`src/rtl/ex_hazard_ctrl.sv`:
```
// ex_hazard_ctrl: execute-stage pipeline control.
// Tracks EX/MEM/WB destination shadows, produces registered operand-forward
// selects for EX, inserts a one-cycle bubble on load-use and squashes ID on
// a taken branch resolved in EX.
//
// Ports:
//   clk, reset          rising-edge clock, async active-low reset
//   id_valid            ID holds a real instruction
//   id_Rn/id_Rm         source registers, qualified by id_uses_Rn/id_uses_Rm
//   id_Rd               destination register
//   id_RegWrite         ID instruction writes Rd
//   id_MemRead          ID instruction is a load
//   br_taken_ex         branch in EX resolved taken this cycle
//   forwardA/forwardB   EX operand selects (00 reg, 01 MEM, 10 WB), registered
//   stall               hold PC and IF/ID (combinational)
//   flush               discard IF/ID (combinational)
//   ex_valid            instruction in EX is real, registered
module ex_hazard_ctrl #(
  parameter int unsigned REG_W    = 5,
  parameter int unsigned ZERO_REG = 31
) (
  input  logic             clk,
  input  logic             reset,
  input  logic             id_valid,
  input  logic [REG_W-1:0] id_Rn,
  input  logic [REG_W-1:0] id_Rm,
  input  logic             id_uses_Rn,
  input  logic             id_uses_Rm,
  input  logic [REG_W-1:0] id_Rd,
  input  logic             id_RegWrite,
  input  logic             id_MemRead,
  input  logic             br_taken_ex,
  output logic [1:0]       forwardA,
  output logic [1:0]       forwardB,
  output logic             stall,
  output logic             flush,
  output logic             ex_valid
);

  localparam logic [1:0] FWD_REG = 2'b00;
  localparam logic [1:0] FWD_MEM = 2'b01;
  localparam logic [1:0] FWD_WB  = 2'b10;

  typedef struct packed {
    logic             valid;
    logic [REG_W-1:0] rd;
    logic             reg_write;
    logic             mem_read;
  } shadow_t;

  typedef enum logic [0:0] {
    RUN    = 1'b0,
    LSTALL = 1'b1
  } state_t;

  state_t     state;
  state_t     state_nxt;
  shadow_t    ex_sh;
  shadow_t    mem_sh;
  shadow_t    wb_sh;
  logic       bubble;
  logic       ex_rn;
  logic       ex_rm;
  logic       mem_rn;
  logic       mem_rm;
  logic       load_use;
  logic [1:0] fwd_a_nxt;
  logic [1:0] fwd_b_nxt;

  // A stage produces src if it is a real writer of that register (never XZR).
  function automatic logic src_match(input shadow_t s, input logic [REG_W-1:0] src,
                                     input logic uses);
    return s.valid & s.reg_write & (s.rd == src) & (src != REG_W'(ZERO_REG)) & uses;
  endfunction

  assign ex_rn  = src_match(ex_sh,  id_Rn, id_uses_Rn);
  assign ex_rm  = src_match(ex_sh,  id_Rm, id_uses_Rm);
  assign mem_rn = src_match(mem_sh, id_Rn, id_uses_Rn);
  assign mem_rm = src_match(mem_sh, id_Rm, id_uses_Rm);

  assign load_use = id_valid & ex_sh.mem_read & (ex_rn | ex_rm);

  // Next-cycle selects: EX producer will be in MEM, MEM producer in WB.
  // The younger (EX) producer wins; a load in EX cannot forward yet.
  always_comb begin
    fwd_a_nxt = FWD_REG;
    fwd_b_nxt = FWD_REG;
    if (id_valid) begin
      if (ex_rn && !ex_sh.mem_read) fwd_a_nxt = FWD_MEM;
      else if (mem_rn)              fwd_a_nxt = FWD_WB;
      if (ex_rm && !ex_sh.mem_read) fwd_b_nxt = FWD_MEM;
      else if (mem_rm)              fwd_b_nxt = FWD_WB;
    end
  end

  // State register
  always_ff @(posedge clk or negedge reset) begin
    if (!reset) state <= RUN;
    else        state <= state_nxt;
  end

  // Next-state logic
  always_comb begin
    state_nxt = state;
    unique case (state)
      RUN:    if (!br_taken_ex && load_use) state_nxt = LSTALL;
      LSTALL: state_nxt = RUN;
    endcase
  end

  // Control outputs; a flush outranks a load-use stall, and reset silences both.
  always_comb begin
    stall  = 1'b0;
    flush  = 1'b0;
    bubble = 1'b0;
    if (reset) begin
      unique case (state)
        RUN: begin
          if (br_taken_ex) begin
            flush  = 1'b1;
            bubble = 1'b1;
          end else if (load_use) begin
            stall  = 1'b1;
            bubble = 1'b1;
          end
        end
        LSTALL: begin
          if (br_taken_ex) begin
            flush  = 1'b1;
            bubble = 1'b1;
          end
        end
      endcase
    end
  end

  // Shadow pipeline and registered forward selects
  always_ff @(posedge clk or negedge reset) begin
    if (!reset) begin
      ex_sh    <= '0;
      mem_sh   <= '0;
      wb_sh    <= '0;
      forwardA <= FWD_REG;
      forwardB <= FWD_REG;
    end else begin
      if (bubble || !id_valid) ex_sh <= '0;
      else ex_sh <= shadow_t'{valid: 1'b1, rd: id_Rd, reg_write: id_RegWrite,
                              mem_read: id_MemRead};
      mem_sh   <= ex_sh;
      wb_sh    <= mem_sh;
      forwardA <= bubble ? FWD_REG : fwd_a_nxt;
      forwardB <= bubble ? FWD_REG : fwd_b_nxt;
    end
  end

  assign ex_valid = ex_sh.valid;

  // Bubbles enter as all-zero, so an invalid shadow never carries control bits.
  a_clean_shadows: assert property (@(posedge clk) disable iff (!reset)
    (mem_sh.valid || mem_sh == '0) && (wb_sh.valid || wb_sh == '0));

endmodule

```
`config.mk`:
```
export PLATFORM = sky130hd
export DESIGN_NAME = ex_hazard_ctrl
export DESIGN_NICKNAME = d
export VERILOG_FILES = /design/src/rtl/ex_hazard_ctrl.sv
export SDC_FILE = /design/constraint.sdc
export NUM_CORES = 1
export LEC_CHECK = 0
export ABC_AREA = 1
export CAP_MARGIN = 20
export CORE_MARGIN = 8
export CORE_UTILIZATION = 46
export CTS_CLUSTER_DIAMETER = 50
export DETAILED_ROUTE_END_ITERATION = 10
export PLACE_DENSITY = 0.78
export SLEW_MARGIN = 5
export SYNTH_ARGS = -nofsm -noshare
export SYNTH_HDL_FRONTEND = slang
export SYNTH_SLANG_ARGS = --single-unit
```
`constraint.sdc`:
```
create_clock -name clk -period 1.8 [get_ports clk]
set_clock_uncertainty 0.15 [all_clocks]
set_input_delay 0.36 -clock clk [delete_from_list [all_inputs] [get_ports clk]]
set_output_delay 0.36 -clock clk [all_outputs]
set_load 0.02 [all_outputs]
```
==> results.md <==
* Status: finished, violations left
* Failing checks: negative setup slack
* Final instance area at 1520 um2
* Iteration-0 DRC Markers at 38
* Clk root buf: clkbuf_4
* CP cell instances: xnor2_1 -> nand2_1 -> nor2_2 -> nand2_1 -> nand2_2 -> nand3_2 -> nor2_2 -> buf_6
* DP Worst Slack at -0.944 ns
* Cell area after synthesis at 1010 um2
* Bufs on Longest Clock Path at 2
* ANT cells at 0
* Total gr overflow at 0
* Layout cell share with drive strength beyond 1 at 20.2%
* Mux cell area share after synthesis at 0%
* Crit Path Class: reg -> out
* Die ar. at 3960 um2
* Data required time of the worst path at 1.29 ns
* Startpoint Class: flop
* Clock sinks at 20
* Dpl cell area at 1430 um2
* Post-layout util at between 70 and 80%
* Maximum fanout along the worst path at 3
* Mapped Cells at about 130
* Worst path bufs/invs at 1
* Die height at about 63 um
* Critical path's top delay family: simple AND/OR/NAND/NOR gates
* FP Rows at 17
* Number of fillers in the final layout at 167
* Relative slew slack at 75.6%
* Mean area per synthesized cell at 7.73 um2
* Maximum VDD drop at 521 uV
* Cell variety after synth at 16
* Initial antenna violation count at 0
* Xor and xnor area share after synthesis at between 8 and 9%
* Pin count of the biggest net entering global routing at 15
* Fraction of the mapped netlist area in adder cells at 0%
* Synthesized Nets at 154
* Die X at 62.9 um
* First-pass DRT Iterations at 4
* GP Congestion at 0.908
* Clock tree from TritonCTS: yes
* Synthesis-to-layout area growth at 50.3%
* Worst slew pin tran at 0.364 ns
* Post-Synth Simple-Gate Area at 27.7%
* Htree depth at 1
* Largest family of logic cells by synthesized area: simple AND/OR/NAND/NOR gates
* Power Density at slightly below 600 nW/um2
* Reg clk slew, reported paths at between 0.1 and 0.15 ns
* WL final at about 2.6 mm
* Cell taking the most area after synthesis: dfrtp_1
* First-pass GRT wire length at 4.28 mm
* Fin. Hold Viols at 0
* Dpl hpwl at 2.02 mm
* Core ar. at 2150 um2
* Avg Vias per Cell at roughly 4.6
* Final worst-path cycle share at 118%
* Period minus WS final at 2.12 ns
* Count of yosys warnings during synthesis at 0
* RSZ-0062 raised after global routing: yes
* Worst-Skew Late Latency at 0.29 ns
* GRT Util Overall at 13.4%
* FMAX at 0.473 GHz
* P_leak at 0.000787 uW
* CTS buffer count at 3
* Synth area leaders: dfrtp_1 (49%), nand2_1 (12%), nor2_1 (10%), inv_1 (8.9%), xnor2_1 (8.7%)
* Max Cap Viol at 0
* Drc violations at 0
* CP max-delay cell: dfrtp_1
* Setup WS post-layout at -0.316 ns
* Compound-gate portion of the synthesized area at 3.83%
* Vias at 975
* Critical path arrival at 1.61 ns
* Top-Level Pins at 30
* Drt wl/cell at 12.3 um
* Hold Crit Class: in -> async
* Synth top area share at approximately half
* I/O Buffers at 29
* Critical path capture point type: output pin
* Synth Register Bits at 20
* Vias in the first global route at 1035
* Initial Util at around 47%
* Max Transition Viols Final at 0
* Max stage delay on crit path at around 0.45 ns
* Post-synthesis sequential area ratio at roughly 49%
* Routed Antenna Nets at 0
* Final setup fails at 13
* Final nets at 207
## sequential cells by signal (all words and copies together), names as in the netlist
register  flops
ex_valid      1
forwardA      2
ex_sh         7
mem_sh        7
forwardB      2
state         1
## repair_timing
item	4_1_cts	5_1_grt
pin swaps	5	6
buffers inserted	7	0
endpoints found under the setup margin	3	14
hold buffers	0	0
gates resized for setup	29	5
## Yosys cell counts
library cell / number
nand2_1: 32
nor2_1: 27
inv_1: 24
dfrtp_1: 20
xnor2_1: 10
nand3_1: 4
a21oi_1: 2
nand4_1: 2
nor3_1: 2
o22ai_1: 2
a22o_1: 1
buf_6: 1
clkinv_1: 1
nand2_2: 1
nand3_2: 1
o211ai_1: 1
## final cells by class
| class | count | area (um2) | share of cell area (%) |
|---|---|---|---|
| Inverter | 25 | 93.8 | 6.17 |
| Tap cell | 28 | 35.0 | 2.30 |
| Sequential cell | 20 | 502 | 33.0 |
| Timing Repair Buffer | 49 | 419 | 27.5 |
| Clock buffer | 4 | 36.3 | 2.38 |
| Multi-Input combinational cell | 85 | 435 | 28.6 |
## routing by layer
metal | GRT usage [%] | vias to the layer above | wire length [um]
met5 | 0 | - | 0
met4 | 10.5 | 0 | 129
met3 | 2.15 | 13 | 113
met2 | 23.3 | 34 | 1320
met1 | 13.9 | 431 | 1030
li1 | - | 497 | -
## kinds of logic after synthesis
logic type                after synthesis
AOI/OAI and AO/OA                       6
DFF                                    20
xor gates and xnor gates               10
and+or+nand+nor                        69
buffers and inverters                  26
## metrics by stage
stage / power, uW / TNS [ns] / hold slack, ns / std cells
4_1_cts: 904 / -2.56 / 0.0638 / 211
5_1_grt: 951 / -3.86 / 0.0638 / 211
3_3_place_gp: 657 / -4.14 / 0.207 / 200
2_1_floorplan: 559 / 0 / -0.0856 / 131
6_report: 901 / -2.64 / 0.0605 / 211
3_5_place_dp: 664 / -4.60 / 0.224 / 200
## cells in the final DEF (no fill, tap or decap)
master	n
clkdlybuf4s50_1	13
nand2_8	1
dfrtp_2	1
nand2_2	1
o211ai_1	1
xnor2_1	10
nor2_2	5
nand3_2	1
buf_6	1
o22ai_1	2
inv_1	22
nand4_1	2
clkbuf_8	1
inv_2	2
a22o_1	1
nand3_1	4
dlygate4sd2_1	14
nor3_1	2
clkbuf_4	3
buf_2	1
a21oi_1	2
dfrtp_1	19
clkinv_1	1
buf_4	20
nand2_1	31
nor2_1	22
## power breakdown
part           switching, uW  internal, uW  leakage (uW)
clock network            126           123     0.0000210
logic                   80.1          87.9      0.000502
registers               16.7           467      0.000264
## path summary, 6_finish.rpt
path	slack, ns	cells past startpoint	endpoint	startpoint
hold reg to reg	0.24	0	mem_sh[1]	ex_sh[1]
hold / removal	0.06	2	forwardA[0]	reset
setup / recovery	-0.32	8	stall	ex_sh[3]
min in group clk	0.24	0	mem_sh[1]	ex_sh[1]
setup reg to reg	-0.21	12	forwardA[0]	ex_sh[3]
max in group asynchronous	1.23	2	ex_sh[6]	reset
Note: power is estimated with default switching activity, not from simulation.
==> RTL edit 1 (same settings) <==
Set the parameter `ZERO_REG` to 16 (it was 31).
--- a/src/rtl/ex_hazard_ctrl.sv
+++ b/src/rtl/ex_hazard_ctrl.sv
@@ -19,3 +19,3 @@
   parameter int unsigned REG_W    = 5,
-  parameter int unsigned ZERO_REG = 31
+  parameter int unsigned ZERO_REG = 16
 ) (
Function: changed (a bounded check fails within 4 cycles, from zero or initial values and one cycle with reset low).
==> RTL edit 1 against the original RTL <==
Routed wire length rose by 20%. Total power rose by 6.1%. Final area rose by 13%. Setup slack got worse by 0.037 ns. Combinational power rose by 27%. Sequential cell count did not move. Critical path type unchanged. Area after synthesis rose by 4.1%. The flow still finishes with violations (setup timing). Largest cell class is now non-clock buffers.
==> RTL edit 1: results (changes against the original RTL) <==
- Outcome: finished with violations
- Failing checks: setup timing
- Number of global-route vias before repair: 1,028 (-0.68%)
- Pre-CTS setup slack: -0.907 ns (+0.0363 ns)
- Setup TNS: -0.353 ns (+2.29 ns)
- Clock Tree Root: clkbuf_4
- Fillers: 147 (-12%)
- Nets: 221 (+6.8%)
- Top delay family on crit path: simple AND/OR/NAND/NOR gates
- R2R cell count: 10 (-2)
- CP arrival: 1.64 ns (+0.03 ns)
- Gr usage total: 0.142 (+0.00837)
- Critical-path maximum fanout: 3 (unchanged)
- DP HPWL: 2.03 mm (+0.72%)
- Sequential share of the synthesized area: 0.475 (-0.0194)
- Peak VDD IR: 0.596 mV (+14%)
- Setup WS post-layout: -0.353 ns (-0.0369 ns)
- Non-filler cells in the finished layout: 225 (+6.6%)
- Util after Layout: 0.782 (+0.0742)
- Drt initial violations: 43 (+13%)
- Async SR Flop Fraction: 1.00 (unchanged)
- Synth cell types: 18 (+2)
- Global-route wire length before repair: 4.62 mm (+7.9%)
- Top cells by area, synth: dfrtp_1 48%, nand2_1 10%, inv_1 8.9%
- Syn_nets: 157 (+1.9%)
- Clock Pin Slew Worst Setup and Hold Paths: 0.11 ns (about the same)
- Xor and xnor area share after synthesis: 0.0748 (-0.0117)
- Vias per cell: 4.84 (+4.6%)
- Hold crit path type: input pin to asynchronous set/reset pin
- Share of cells above drive strength 1: 0.325 (+0.123)
- Commonest cells post-synth: 29 x nand2_1, 25 x inv_1, 20 x dfrtp_1
- Pleak: 0.000952 uW (+21%)
- Inst Count DP: 206 (+3.0%)
- Slew of the pin with the lowest slew margin: 0.369 ns (+0.00452 ns)
- Area after DPL: 1500 sq um (+5.4%)
- Complex-gate fraction of the synthesized area: 0.0356 (-0.00269)
- Placer Congestion: 0.959 (+5.6%)
- Count of final setup violators: 1 (-12)
- Syn avg cell area: 7.86 sq um (+1.7%)
- Final wirelength: 3.11 mm (+20%)
- TritonCTS buffer count: 3 (unchanged)
RTL edit 1: cell types whose count changed after synthesis, moves of 2 or more:
cell	delta
nand2_1	-3
nand2_2	+2
nor2_1	-8
o21ai_0	+2
nor2_2	+9
RTL edit 1: cell type report:
cell class                 instances  area share
clock buffer                       4      0.0212
inverter                          25      0.0547
multi-input combinational         88       0.291
sequential                        20       0.292
tap                               28      0.0204
timing repair buffer              60       0.320
RTL edit 1: kinds of logic (layout without fill, tap and decap cells):
group | after synthesis | after routing
AO/OA/AOI/OAI | 7 | 7
XOR/XNOR | 9 | 9
buffers and inverters | 26 | 89
flip-flops | 20 | 20
AND/OR/NAND/NOR | 72 | 72
RTL edit 1: worst paths after layout:
check	endpoint	slack (ns)	start
max in group asynchronous	ex_sh[3]	1.23	reset
min in group clk	mem_sh[1]	0.28	ex_sh[1]
setup reg to reg	ex_sh[4]	0.01	ex_sh[3]
setup / recovery	stall	-0.35	ex_sh[3]
hold / removal	forwardB[0]	0.07	reset
hold reg to reg	mem_sh[1]	0.28	ex_sh[1]
RTL edit 1: routing by layer:
layer  track usage  part of all wire
met1         0.154              0.38
met2         0.250              0.54
met3        0.0331             0.054
met4        0.0780             0.028
met5             0                 0
RTL edit 1: power by group:
part | total, uW | switching, uW | internal, uW
registers | 483 | 15.9 | 467
logic | 214 | 102 | 112
clock network | 259 | 135 | 123
RTL edit 1: repair_timing:
| action | 4_1_cts | 5_1_grt |
|---|---|---|
| setup endpoints to repair | 3 | 18 |
| hold buffers | 0 | 0 |
| gates cloned | 0 | 1 |
| resized for setup | 29 | 16 |
| pin swaps | 11 | 11 |
| setup buffers | 13 | 4 |
==> RTL edit 2 (same settings) <==
Without the edit above. Reset style: synchronous (`reset`), changed in 2 clocked blocks. Comments in the files are not updated.
--- a/src/rtl/ex_hazard_ctrl.sv
+++ b/src/rtl/ex_hazard_ctrl.sv
@@ -96,3 +96,3 @@
   // State register
-  always_ff @(posedge clk or negedge reset) begin
+  always_ff @(posedge clk) begin
     if (!reset) state <= RUN;
@@ -137,3 +137,3 @@
   // Shadow pipeline and registered forward selects
-  always_ff @(posedge clk or negedge reset) begin
+  always_ff @(posedge clk) begin
     if (!reset) begin
Check against the original RTL: differs if reset is asserted again (counterexample within 4 cycles, from zero or initial values and one cycle with reset low); with reset held inactive, the same outputs for 10 cycles.
==> RTL edit 2 against the original RTL <==
The run still ends with setup timing left. Sequential cell count unchanged. Die area is 2.2% lower. Setup slack gained 0.078 ns. Final area up 2.0%. Sequential power decreased by 5.8%. Total power fell by 9.4%. Sequential share of layout area decreased by 6.3 points. Area after synthesis fell by 3.0%. Fmax rose by 3.8%. Routed wire length rose by 7.1%. Count of clock-buffer cells in the layout shrank 1. Synthesized cell count rose by 7.6%. Critical path type is now input pin to output pin.
==> RTL edit 2: results (changes against the original RTL) <==
- Hold Path Stages: 2
- Initial antenna violation count: 0 (unchanged)
- Global-route wire length before repair: 4.66 mm (+8.7%)
- Hold slack: 0.310 ns (+0.249 ns)
- Clock Latency Late Sink: 0.30 ns
- CTS max path bufs: 2 (unchanged)
- Pre-CTS setup slack: -0.865 ns (+0.0790 ns)
- CP arrival: 1.53 ns (-0.08 ns)
- Hold buffers post-CTS: 0 (unchanged)
- Vias per cell: 4.69 (+1.4%)
- Placer Congestion: 0.887 (-2.3%)
- Worst R2R End: forwardB[1]
- Outcome: finished with violations
- Largest net degree at the start of global routing: 11 (-4)
- Nets: 219 (+5.8%)
- Hold path endpoint: mem_sh[4]
- Hold crit path type: flop to flop
- Setup WS post-layout: -0.238 ns (+0.0776 ns)
- Reg-to-reg slack, setup: -0.20 ns
- DR vias: 1,036 (+6.3%)
- Reg-to-Reg Start: ex_sh[5]
- Internal Power: 612 uW (-9.8%)
- Gr usage total: 0.146 (+0.0118)
- Share of cells above drive strength 1: 0.325 (+0.123)
- # DRC: 0 (unchanged)
- Ys flop type: dfxtp_1
- Pleak: 0.000785 uW (-0.20%)
- Hold Path Origin: ex_sh[4]
- Setup TNS: -0.530 ns (+2.11 ns)
- H-Tree Depth: 1 (unchanged)
- Number of global-route vias before repair: 1,136 (+9.8%)
- Post-Synthesis Cells: 141 (+7.6%)
- Sequential share of the synthesized area: 0.408 (-0.0868)
- Area after DPL: 1430 sq um (about the same)
- Drt pass-1 iters: 4 (unchanged)
- Biggest regs: ex_sh: 7 flops, mem_sh: 7 flops
- Critical-path maximum fanout: 4 (+1)
- TritonCTS buffer count: 3 (unchanged)
- Synth cell types: 18 (+2)
- Count of final setup violators: 3 (-10)
- DP HPWL: 2.04 mm (+1.4%)
- Critical path's slowest cell: dlygate4sd2_1
- Syn_nets: 164 (+6.5%)
- Commonest cells post-synth: 37 x nand2_1, 23 x inv_1, 20 x dfxtp_1
- Peak VDD IR: 0.475 mV (-8.9%)
- Failing checks: setup timing
- Final wirelength: 2.78 mm (+7.1%)
- Drt initial violations: 19 (-50%)
- Slowest Stage Delay on Critical Path: 0.28 ns (-0.17 ns)
- Slew of the pin with the lowest slew margin: 0.224 ns (-0.140 ns)
- Top cells by area, synth: dfxtp_1 41%, nand2_1 14%, inv_1 8.8%
- Inst Count DP: 210 (+5.0%)
- Ys Warns: 0 (unchanged)
- Critical Path Source: id_Rn[0]
- Clock Pin Slew Worst Setup and Hold Paths: 0.10 ns
- R2R cell count: 13 (+1)
- Async SR Flop Fraction: 0 (-1.00)
## RTL edit 2: repair_timing
item,in CTS,in global routing
setup endpoints to repair,3,3
endpoints found under the hold margin,0,0
buffers inserted,7,1
pin swaps,7,8
resized for setup,35,12
## RTL edit 2: layer usage
layer / share of wire / vias up / wire (um) / global-route usage
met5: 0 / - / 0 / 0
met4: 0.024 / 0 / 66 / 0.0904
met3: 0.067 / 9 / 186 / 0.0502
met2: 0.52 / 40 / 1450 / 0.255
met1: 0.39 / 464 / 1080 / 0.144
li1: - / 523 / - / -
## RTL edit 2: layout make-up
cell class / instances / area (sq um)
well taps: 27 / 33.8
repair buffers: 52 / 469
flip-flops and latches: 20 / 414
inverters: 26 / 97.6
clock buffers: 3 / 22.5
fillers: 134 / 430
multi-input cells: 93 / 514
## RTL edit 2: how the worst max path moves through the flow
stage	end	slack, ns
after CTS	stall	-0.21
final	stall	-0.24
after floorplan	stall	0.009
after global routing	stall	-0.33
after global placement	stall	-0.85
after detailed placement	stall	-0.86
## RTL edit 2: power groups by stage
stage	clock network, uW	logic [uW]	registers, uW
after floorplan	0	56.9	466
after global placement	0	149	466
after detailed placement	0	154	466
after CTS	210	149	456
after global routing	230	169	458
final	204	155	456
## RTL edit 2: worst register-to-register path: stages (launching register included)
cell	delay [ns]
dfxtp_4	0.39
xnor2_2	0.14
nand2_1	0.07
nor2_2	0.04
buf_4	0.12
buf_4	0.12
buf_4	0.12
buf_4	0.12
buf_4	0.12
buf_4	0.12
buf_4	0.12
nand3_1	0.11
nand3_1	0.10
nor2_2	0.10
## RTL edit 2: cell families after synthesis
group                  count (synthesis)  share of synthesized area
AND/OR/NAND/NOR                       77                      0.346
buffers and inverters                 28                      0.116
flip-flops                            20                      0.408
XOR/XNOR                              12                      0.107
AO/OA/AOI/OAI                          4                     0.0229
